**src/rtl/ecpu_pkg.sv**
```systemverilog
// Shared types and constants for the eCPU pipeline control logic.
package ecpu_pkg;

    typedef enum logic [1:0] {
        FORWARD_NONE = 2'b00,
        FORWARD_MEM  = 2'b01,
        FORWARD_WB   = 2'b10
    } forward_t;

    typedef enum logic [1:0] {
        RUN      = 2'b00,
        MEM_WAIT = 2'b01,
        FLUSH    = 2'b10
    } hazard_state_t;

    localparam int REG_ZERO        = 0;
    localparam int FLUSH_CNT_WIDTH = 4;

endpackage

```
**src/rtl/hazard_ctrl_fwd_select.sv**
```systemverilog
// Per-operand forwarding source compare for the instruction sitting in ID.
module fwd_select
    import ecpu_pkg::*;
#(
    parameter int REG_ADDR_WIDTH = 5
) (
    input  logic                      uses_i,
    input  logic [REG_ADDR_WIDTH-1:0] src_addr_i,
    input  logic                      ex_valid_i,
    input  logic [REG_ADDR_WIDTH-1:0] ex_rd_addr_i,
    input  logic                      ex_reg_write_i,
    input  logic                      ex_mem_read_i,
    input  logic [REG_ADDR_WIDTH-1:0] mem_rd_addr_i,
    input  logic                      mem_reg_write_i,
    output logic [1:0]                sel_o
);

    logic src_live;
    logic ex_hit;
    logic mem_hit;

    always_comb begin
        src_live = uses_i && (src_addr_i != REG_ADDR_WIDTH'(REG_ZERO));
        // A load in EX has no result yet; load-use stalling covers that case.
        ex_hit   = src_live && ex_valid_i && ex_reg_write_i && !ex_mem_read_i
                   && (src_addr_i == ex_rd_addr_i);
        mem_hit  = src_live && mem_reg_write_i && (src_addr_i == mem_rd_addr_i);

        sel_o = FORWARD_NONE;
        if (ex_hit) begin
            sel_o = FORWARD_MEM;
        end else if (mem_hit) begin
            sel_o = FORWARD_WB;
        end
    end

endmodule

```
**src/rtl/hazard_ctrl.sv**
```systemverilog
// eCPU hazard controller: registered forwarding selects, load-use and
// data-memory stalls, branch flush sequencing and a stall-cycle counter.
module hazard_ctrl
    import ecpu_pkg::*;
#(
    parameter int REG_ADDR_WIDTH = 5,
    parameter int FLUSH_CYCLES   = 1,
    parameter int CNT_WIDTH      = 32
) (
    input  logic                      clk_i,
    input  logic                      rst_i,
    input  logic                      id_valid_i,
    input  logic [REG_ADDR_WIDTH-1:0] id_rs1_addr_i,
    input  logic [REG_ADDR_WIDTH-1:0] id_rs2_addr_i,
    input  logic                      id_uses_rs1_i,
    input  logic                      id_uses_rs2_i,
    input  logic                      ex_valid_i,
    input  logic [REG_ADDR_WIDTH-1:0] ex_rd_addr_i,
    input  logic                      ex_reg_write_i,
    input  logic                      ex_mem_read_i,
    input  logic [REG_ADDR_WIDTH-1:0] mem_rd_addr_i,
    input  logic                      mem_reg_write_i,
    input  logic                      branch_taken_i,
    input  logic                      dmem_req_i,
    input  logic                      dmem_ack_i,
    output logic [1:0]                forward_a_o,
    output logic [1:0]                forward_b_o,
    output logic                      stall_if_o,
    output logic                      stall_id_o,
    output logic                      stall_ex_o,
    output logic                      bubble_ex_o,
    output logic                      flush_if_o,
    output logic                      flush_id_o,
    output logic [CNT_WIDTH-1:0]      stall_cycles_o,
    output logic [1:0]                state_o
);

    // Memory handshake: dmem_req_i is held by the MEM stage while an access is
    // outstanding; dmem_ack_i marks the cycle it completes, and the pipeline
    // advances in that same cycle.

    hazard_state_t              state_q, state_d;
    logic [FLUSH_CNT_WIDTH-1:0] flush_cnt_q, flush_cnt_d;
    forward_t                   forward_a_q, forward_a_d;
    forward_t                   forward_b_q, forward_b_d;
    logic [CNT_WIDTH-1:0]       stall_cnt_q, stall_cnt_d;

    logic [1:0] sel_a;
    logic [1:0] sel_b;
    logic       load_use;
    logic       mem_stall;

    fwd_select #(.REG_ADDR_WIDTH(REG_ADDR_WIDTH)) u_fwd_a (
        .uses_i          (id_uses_rs1_i),
        .src_addr_i      (id_rs1_addr_i),
        .ex_valid_i      (ex_valid_i),
        .ex_rd_addr_i    (ex_rd_addr_i),
        .ex_reg_write_i  (ex_reg_write_i),
        .ex_mem_read_i   (ex_mem_read_i),
        .mem_rd_addr_i   (mem_rd_addr_i),
        .mem_reg_write_i (mem_reg_write_i),
        .sel_o           (sel_a)
    );

    fwd_select #(.REG_ADDR_WIDTH(REG_ADDR_WIDTH)) u_fwd_b (
        .uses_i          (id_uses_rs2_i),
        .src_addr_i      (id_rs2_addr_i),
        .ex_valid_i      (ex_valid_i),
        .ex_rd_addr_i    (ex_rd_addr_i),
        .ex_reg_write_i  (ex_reg_write_i),
        .ex_mem_read_i   (ex_mem_read_i),
        .mem_rd_addr_i   (mem_rd_addr_i),
        .mem_reg_write_i (mem_reg_write_i),
        .sel_o           (sel_b)
    );

    always_comb begin
        load_use = id_valid_i && ex_valid_i && ex_mem_read_i && ex_reg_write_i
                   && ((id_uses_rs1_i && (id_rs1_addr_i != REG_ADDR_WIDTH'(REG_ZERO))
                        && (id_rs1_addr_i == ex_rd_addr_i))
                    || (id_uses_rs2_i && (id_rs2_addr_i != REG_ADDR_WIDTH'(REG_ZERO))
                        && (id_rs2_addr_i == ex_rd_addr_i)));
        mem_stall = dmem_req_i && !dmem_ack_i;
    end

    always_comb begin
        state_d     = state_q;
        flush_cnt_d = flush_cnt_q;
        stall_if_o  = 1'b0;
        stall_id_o  = 1'b0;
        stall_ex_o  = 1'b0;
        bubble_ex_o = 1'b0;
        flush_if_o  = 1'b0;
        flush_id_o  = 1'b0;

        case (state_q)
            // The ack cycle of MEM_WAIT is evaluated exactly like RUN so a
            // branch held across the wait is serviced as the pipeline releases.
            RUN, MEM_WAIT: begin
                if (state_q == MEM_WAIT && !dmem_ack_i) begin
                    stall_if_o = 1'b1;
                    stall_id_o = 1'b1;
                    stall_ex_o = 1'b1;
                end else if (mem_stall) begin
                    stall_if_o = 1'b1;
                    stall_id_o = 1'b1;
                    stall_ex_o = 1'b1;
                    state_d    = MEM_WAIT;
                end else if (branch_taken_i) begin
                    flush_if_o  = 1'b1;
                    flush_id_o  = 1'b1;
                    bubble_ex_o = 1'b1;
                    state_d     = RUN;
                    if (FLUSH_CYCLES > 1) begin
                        state_d     = FLUSH;
                        flush_cnt_d = FLUSH_CNT_WIDTH'(FLUSH_CYCLES - 1);
                    end
                end else if (load_use) begin
                    stall_if_o  = 1'b1;
                    stall_id_o  = 1'b1;
                    bubble_ex_o = 1'b1;
                    state_d     = RUN;
                end else begin
                    state_d = RUN;
                end
            end
            FLUSH: begin
                if (mem_stall) begin
                    stall_if_o  = 1'b1;
                    stall_id_o  = 1'b1;
                    stall_ex_o  = 1'b1;
                    state_d     = MEM_WAIT;
                    flush_cnt_d = '0;
                end else begin
                    flush_if_o  = 1'b1;
                    flush_id_o  = 1'b1;
                    flush_cnt_d = flush_cnt_q - 1'b1;
                    if (flush_cnt_q == FLUSH_CNT_WIDTH'(1)) begin
                        state_d = RUN;
                    end
                end
            end
            default: begin
                state_d     = RUN;
                flush_cnt_d = '0;
            end
        endcase

        // Outstanding requests are discarded while reset is held.
        if (rst_i) begin
            stall_if_o  = 1'b0;
            stall_id_o  = 1'b0;
            stall_ex_o  = 1'b0;
            bubble_ex_o = 1'b0;
            flush_if_o  = 1'b0;
            flush_id_o  = 1'b0;
        end
    end

    always_comb begin
        forward_a_d = forward_a_q;
        forward_b_d = forward_b_q;
        // A bubble entering ID-EX carries no operands; otherwise selects follow ID-EX.
        if (bubble_ex_o) begin
            forward_a_d = FORWARD_NONE;
            forward_b_d = FORWARD_NONE;
        end else if (!stall_id_o) begin
            forward_a_d = forward_t'(sel_a);
            forward_b_d = forward_t'(sel_b);
        end

        stall_cnt_d = stall_cnt_q;
        if (stall_if_o && (stall_cnt_q != '1)) begin
            stall_cnt_d = stall_cnt_q + CNT_WIDTH'(1);
        end
    end

    always_ff @(posedge clk_i) begin
        if (rst_i) begin
            state_q     <= RUN;
            flush_cnt_q <= '0;
            forward_a_q <= FORWARD_NONE;
            forward_b_q <= FORWARD_NONE;
            stall_cnt_q <= '0;
        end else begin
            state_q     <= state_d;
            flush_cnt_q <= flush_cnt_d;
            forward_a_q <= forward_a_d;
            forward_b_q <= forward_b_d;
            stall_cnt_q <= stall_cnt_d;
        end
    end

    assign forward_a_o    = forward_a_q;
    assign forward_b_o    = forward_b_q;
    assign stall_cycles_o = stall_cnt_q;
    assign state_o        = state_q;

endmodule

```
**config.mk**
```make
export PLATFORM = sky130hd
export DESIGN_NAME = hazard_ctrl
export DESIGN_NICKNAME = d
export VERILOG_FILES = /design/src/rtl/ecpu_pkg.sv /design/src/rtl/hazard_ctrl_fwd_select.sv /design/src/rtl/hazard_ctrl.sv
export SDC_FILE = /design/constraint.sdc
export NUM_CORES = 1
export LEC_CHECK = 0
export CAP_MARGIN = 20
export CORE_MARGIN = 2
export CORE_UTILIZATION = 39
export CTS_BUF_LIST = sky130_fd_sc_hd__clkbuf_2
export DETAILED_ROUTE_END_ITERATION = 10
export HOLD_SLACK_MARGIN = 0.08
export PLACE_DENSITY = 0.75
export REMOVE_ABC_BUFFERS = 1
export SYNTH_ARGS = -nofsm -noshare
export SYNTH_HDL_FRONTEND = slang
export SYNTH_SLANG_ARGS = --single-unit
```
**constraint.sdc**
```tcl
create_clock -name clk_i -period 3.4 [get_ports clk_i]
set_input_delay 0.68 -clock clk_i [delete_from_list [all_inputs] [get_ports clk_i]]
set_output_delay 0.68 -clock clk_i [all_outputs]
set_load 0.1 [all_outputs]
```
==> metrics.csv, run 1 <==
metric,value,unit
vias_per_cell,5.393,
die_y,78.65,microns
pre_cts_ws,-0.04965,ns
report.final.setup_viol,0,
leakage,1.199,nW
synth-seq-cells,37,
end_kind,output pin,
slew_headroom,0.3560,
nFillCells,504,
hold_violations,0,
finalWirelength,5612,microns
antenna_cells,0,
drive_gt1_frac,0.2171,
ys_types,39,
port_buffers,74,
root_buffer,clkbuf_2,
grt_pass1_vias,2155,
cts_num_sinks,37,
antenna_found_initial,0,
initial_core_util,0.3996,
final_core_util,0.5680,
syn_inst,267,
synth_edf_count,0,
post_cts_buffers,0,
period_share,0.9876,
cts_hold_buf,0,
area_delta_synth_final,42.14,%
fp.dieW,78.65,microns
num_io_pins,76,
fin_cells,422,
status,"finished, final reports clean",
grtUsageTotal,0.1875,
critPathMaxFanout,3,
finClkSkew,0.02009,ns
antenna_left,0,
p_switching,0.0002426,W
die_area,6186,sq um
drv_slew,0,
fmax,0.2978,GHz
wl_per_cell,13.30,microns
coreArea,5439,sq um
insertion_delay,0.38,ns
synth-main-ff-cell,dfxtp_1,
tightest_slew,0.9630,ns
yosys_warnings,0,
switching_share,0.3002,
whs_path_depth,2,
required,2.72,ns
power_frac_comb,0.219,
fin_tns_setup,0,ns
gp_congestion,0.8708,
firstDrtPassIters,4,
fin_ws,0.04201,ns
place_inst,414,
drt_iter0_markers,112,
hold_slack,0.4821,ns
clkTransAtPathRegs,0.16,ns
intPower,0.0005655,W
ff2ff_path_depth,6,
avgSynthCellArea,8.140,sq um
netlist_area,2173,sq um
cts_buffers,5,
ys_seq_area_frac,0.3408,
p_clk_frac,0.238,
num_rows,27,
cts_buffer_depth,2,
p_seq_frac,0.543,
overflow,0,
cts_tree,done,
htree_levels,2,
post-dp-hpwl,4433,microns
route.detailed.drc,0,
rsz0062_at_grt,no,
grt_pass1_wl,9418,microns
startpoint_type,primary input,
grt_start_max_net_pins,25,
async_flop_share,0,
via_count,2276,
worstSetupPathType,primary input to output pin,
crit_arrival,2.68,ns
irDropWorstVdd,130.0,uV
period_needed,3.358,ns
hold_path.class,flop to flop,
pwr_density_cell,261.6,nW/um^2
nNetsFinal,382,
cap_violations,0,
[cell usage after synthesis (all sizes together), types with 5 or more instances]
cell / n / area, sq um
xnor2: 10 / 87.58
o21ai: 18 / 93.84
nand4: 9 / 56.30
a21oi: 18 / 90.09
nand3: 17 / 85.08
dfxtp: 37 / 740.7
xor2: 19 / 166.4
or3: 10 / 62.56
nor3: 10 / 50.05
o31ai: 7 / 52.55
inv: 5 / 18.77
or4: 14 / 108.9
nand2: 14 / 52.55
nor2: 22 / 82.58
clkbuf: 9 / 33.78
buf: 8 / 60.05
[metrics by stage]
step	cell area (sq um)	total power, W
global placement	3015	0.0006225
floorplan	2079	0.0005301
global route	3089	0.0008538
CTS	3062	0.0008187
detailed placement	3015	0.0006249
finish	3089	0.0008080
[registers in the layout, summed over array words and instances (netlist names)]
signal          count
state_o             1
stall_cycles_o     32
forward_b_o         2
forward_a_o         2
[final timing paths]
path	start	to	slack (ns)
max reg2reg	stall_cycles_o[0]$_SDFFE_PP0P_	stall_cycles_o[26]$_SDFFE_PP0P_	0.83
min reg2reg	forward_a_o[1]$_SDFFE_PP0N_	forward_a_o[1]$_SDFFE_PP0N_	0.48
max	ex_rd_addr_i[0]	stall_id_o	0.04
min	forward_a_o[1]$_SDFFE_PP0N_	forward_a_o[1]$_SDFFE_PP0N_	0.48
[kinds of logic (layout without fill, tap and decap cells)]
| logic type | after synthesis | count (layout) | share of synthesized area |
|---|---|---|---|
| muxes | 6 | 6 | 0.02879 |
| xor gates and xnor gates | 29 | 29 | 0.1169 |
| and+or+nand+nor | 115 | 115 | 0.2890 |
| DFF | 37 | 37 | 0.3408 |
| other | 1 | 1 | 0.001725 |
| adders and majority gates | 1 | 1 | 0.005756 |
| AOI/OAI and AO/OA | 56 | 56 | 0.1652 |
| buffers and inverters | 22 | 105 | 0.05181 |
[final cells by class]
type | count | area, sq um | share of cell area
clock buffers | 6 | 30.03 | 0.009721
clock inverters | 2 | 10.01 | 0.003240
inverters | 5 | 18.77 | 0.006075
multi-input cells | 208 | 1334 | 0.4318
flip-flops and latches | 37 | 740.7 | 0.2398
well taps | 72 | 90.09 | 0.02916
repair buffers | 92 | 865.8 | 0.2803
[worst max-delay path: stages]
cell and delay, ns:
clkdlybuf4s50_1 0.51, xnor2_1 0.13, nand3_1 0.10, or4_4 0.55
a211oi_2 0.28, o21a_2 0.24, buf_12 0.19
[timing repair]
item	4_1_cts	5_1_grt
gates resized for setup	2	10
gates cloned	0	0
pin swaps	0	1
endpoints found under the setup margin	3	3
[power by group through the flow]
stage	Combinational (W)	Clock, W	Sequential, W
after global routing	0.000187	0.000227	0.000439
after global placement	0.000175	0	0.000447
after detailed placement	0.000178	0	0.000447
after floorplan	0.0000706	0	0.000459
after CTS	0.000179	0.000202	0.000439
final	0.000177	0.000192	0.000438
[cells in the final DEF (no fill, tap or decap), types with 4 or more instances in the layout]
cell type and count:
a21oi_1 17, and3_1 4, and4_1 4, buf_12 6, buf_4 54, clkbuf_2 6
clkdlybuf4s50_1 24, dfxtp_1 37, dlymetal6s2s_1 8, inv_1 5, mux2i_1 4, nand2_1 14
nand3_1 17, nand4_1 9, nor2_1 22, nor3_1 9, nor4_1 4, o21ai_0 15
o31ai_1 7, or3_1 10, or4_1 12, xnor2_1 10, xor2_1 19
[metal layers]
metal | part of all wire | global-route usage | routed length (microns)
met5 | 0 | 0 | 0
met1 | 0.44 | 0.2187 | 2496
met3 | 0.056 | 0.05172 | 316
met4 | 0.0082 | 0.04211 | 46
met2 | 0.49 | 0.3393 | 2752
(Power assumes the default switching activity.)
==> run 2, diff against run 1 <==
--- a/config.mk
+++ b/config.mk
@@ -10,6 +10,7 @@
 export CORE_UTILIZATION = 39
 export CTS_BUF_LIST = sky130_fd_sc_hd__clkbuf_2
 export DETAILED_ROUTE_END_ITERATION = 10
+export GPL_ROUTABILITY_DRIVEN = 0
 export HOLD_SLACK_MARGIN = 0.08
 export PLACE_DENSITY = 0.75
 export REMOVE_ABC_BUFFERS = 1
==> results of run 2 <==
The final DEF is identical to that of run 1; final timing and power are the same.
==> run 3, diff against run 2 <==
--- a/config.mk
+++ b/config.mk
@@ -7,12 +7,12 @@
 export LEC_CHECK = 0
 export CAP_MARGIN = 20
 export CORE_MARGIN = 2
-export CORE_UTILIZATION = 39
+export CORE_UTILIZATION = 47
 export CTS_BUF_LIST = sky130_fd_sc_hd__clkbuf_2
 export DETAILED_ROUTE_END_ITERATION = 10
 export GPL_ROUTABILITY_DRIVEN = 0
 export HOLD_SLACK_MARGIN = 0.08
-export PLACE_DENSITY = 0.75
+export PLACE_DENSITY = 0.87
 export REMOVE_ABC_BUFFERS = 1
 export SYNTH_ARGS = -nofsm -noshare
 export SYNTH_HDL_FRONTEND = slang
==> metrics.csv, run 3 (same netlist as run 1, synthesis figures left out) <==
metric,value,unit,change
pwr_density_cell,288.9,nW/um^2,+10%
clkTransAtPathRegs,0.17,ns,about the same
grt_pass1_vias,2209,,+2.5%
required,2.72,ns,about the same
pre_cts_ws,-0.1116,ns,-0.06193 ns
report.final.setup_viol,0,,unchanged
initial_core_util,0.4923,,+0.09276
finalWirelength,5911,microns,+5.3%
antenna_found_initial,0,,unchanged
grt_pass1_wl,9673,microns,+2.7%
total_power,0.0008993,W,+11%
wl_per_cell,14.78,microns,+11%
critPathMaxFanout,3,,unchanged
grtUsageTotal,0.2319,,+0.04438
htree_levels,2,,unchanged
final_common_cell,buf_4,,
grt_start_max_net_pins,21,,-16%
fin_cells,400,,-5.2%
area_delta_synth_final,43.24,%,
route.detailed.drc,0,,unchanged
fin_ws,0.06036,ns,+0.01834 ns
final_core_util,0.7052,,+0.1372
hold_path.class,flop to flop,,
cts_num_sinks,37,,unchanged
cts_buffer_depth,2,,unchanged
crit_arrival,2.66,ns,-0.02 ns
antenna_left,0,,unchanged
worstSetupPathType,primary input to output pin,,
startpoint_type,primary input,,
die_area,5184,sq um,-16%
postPlaceCellArea,2993,sq um,-0.75%
drv_slew,0,,unchanged
period_needed,3.340,ns,-0.01834 ns
place_inst,392,,-5.3%
root_buffer,clkbuf_2,,
period_share,0.9822,,-0.005395
firstDrtPassIters,4,,unchanged
leakage,1.211,nW,+1.0%
cap_violations,0,,unchanged
layout_common_cells,"49 x buf_4, 37 x dfxtp_1, 24 x clkdlybuf4s50_1",,
die_y,72,microns,-8.5%
end_kind,output pin,,
fmax,0.2994,GHz,+0.55%
hold_violations,0,,unchanged
tightest_slew,1.001,ns,+0.03816 ns
num_io_pins,76,,unchanged
insertion_delay,0.41,ns,+0.03 ns
post-dp-hpwl,4467,microns,+0.75%
post_cts_buffers,0,,unchanged
largest_register_ff_count,32,,unchanged
via_count,2326,,+2.2%
drt_iter0_markers,201,,+79%
slew_headroom,0.3305,,-0.02552
vias_per_cell,5.815,,+7.8%
irDropWorstVdd,163.8,uV,+26%
overflow,0,,unchanged
cts_buffers,5,,unchanged
nNetsFinal,380,,-0.52%
finClkSkew,0.02449,ns,+0.004399 ns
fin_area,3113,sq um,+0.77%
coreArea,4414,sq um,-19%
cts_tree,done,,
port_buffers,74,,unchanged
drive_gt1_frac,0.2098,,-0.007373
num_rows,24,,-11%
antenna_cells,0,,unchanged
fp.dieW,72,microns,-8.5%
status,"finished, final reports clean",,
cts_hold_buf,0,,unchanged
nFillCells,326,,-35%
==> run 3: metal layers <==
metal	track usage	vias up	share of wire
met2	0.3940	88	0.50
met1	0.2889	1087	0.42
met4	0.08176	0	0.014
li1	-	1141	-
met5	0	-	0
met3	0.05278	10	0.066
==> run 3: per-stage QoR <==
stage / hold WS [ns] / TNS (ns)
final: 0.4877 / 0
after global routing: 0.4903 / -0.02042
after CTS: 0.4812 / 0
after detailed placement: 0.4573 / -0.7160
after global placement: 0.4594 / -0.02663
after floorplan: 0.7491 / -8.954
==> run 3: area by class of cell <==
class	instances	area, sq um	share of cell area
clock inverters	2	33.78	0.01085
multi-input cells	208	1355	0.4353
well taps	52	65.06	0.02090
repair buffers	90	869.6	0.2793
flip-flops and latches	37	740.7	0.2379
inverters	5	18.77	0.006029
clock buffers	6	30.03	0.009646
==> run 3: final timing paths <==
kind                                  startpoint                               to  slack (ns)  cells after the start
setup / recovery                id_rs2_addr_i[3]                      bubble_ex_o        0.06                      9
hold reg to reg      forward_a_o[1]$_SDFFE_PP0N_      forward_a_o[1]$_SDFFE_PP0N_        0.49                      2
hold / removal       forward_a_o[1]$_SDFFE_PP0N_      forward_a_o[1]$_SDFFE_PP0N_        0.49                      2
setup reg to reg  stall_cycles_o[0]$_SDFFE_PP0P_  stall_cycles_o[26]$_SDFFE_PP0P_        0.79                      6
==> run 3: worst max-delay path: stages <==
cell             delay (ns)
clkdlybuf4s50_1        0.45
buf_4                  0.16
xor2_1                 0.13
or4_4                  0.53
a21oi_4                0.17
nor2_2                 0.06
nor3_2                 0.16
buf_4                  0.15
buf_12                 0.16
==> run 3: repair_timing <==
action,4_1_cts,5_1_grt
resized for setup,4,14
endpoints found under the setup margin,3,3
pin swaps,0,6
hold endpoints to repair,0,0
==> run 3: power breakdown <==
group	total [W]	internal [W]	switching [W]
Sequential	0.000439	0.000436	0.00000243
Combinational	0.000181	0.0000778	0.000103
Clock	0.000280	0.000125	0.000154
Total	0.000899	0.000639	0.000260
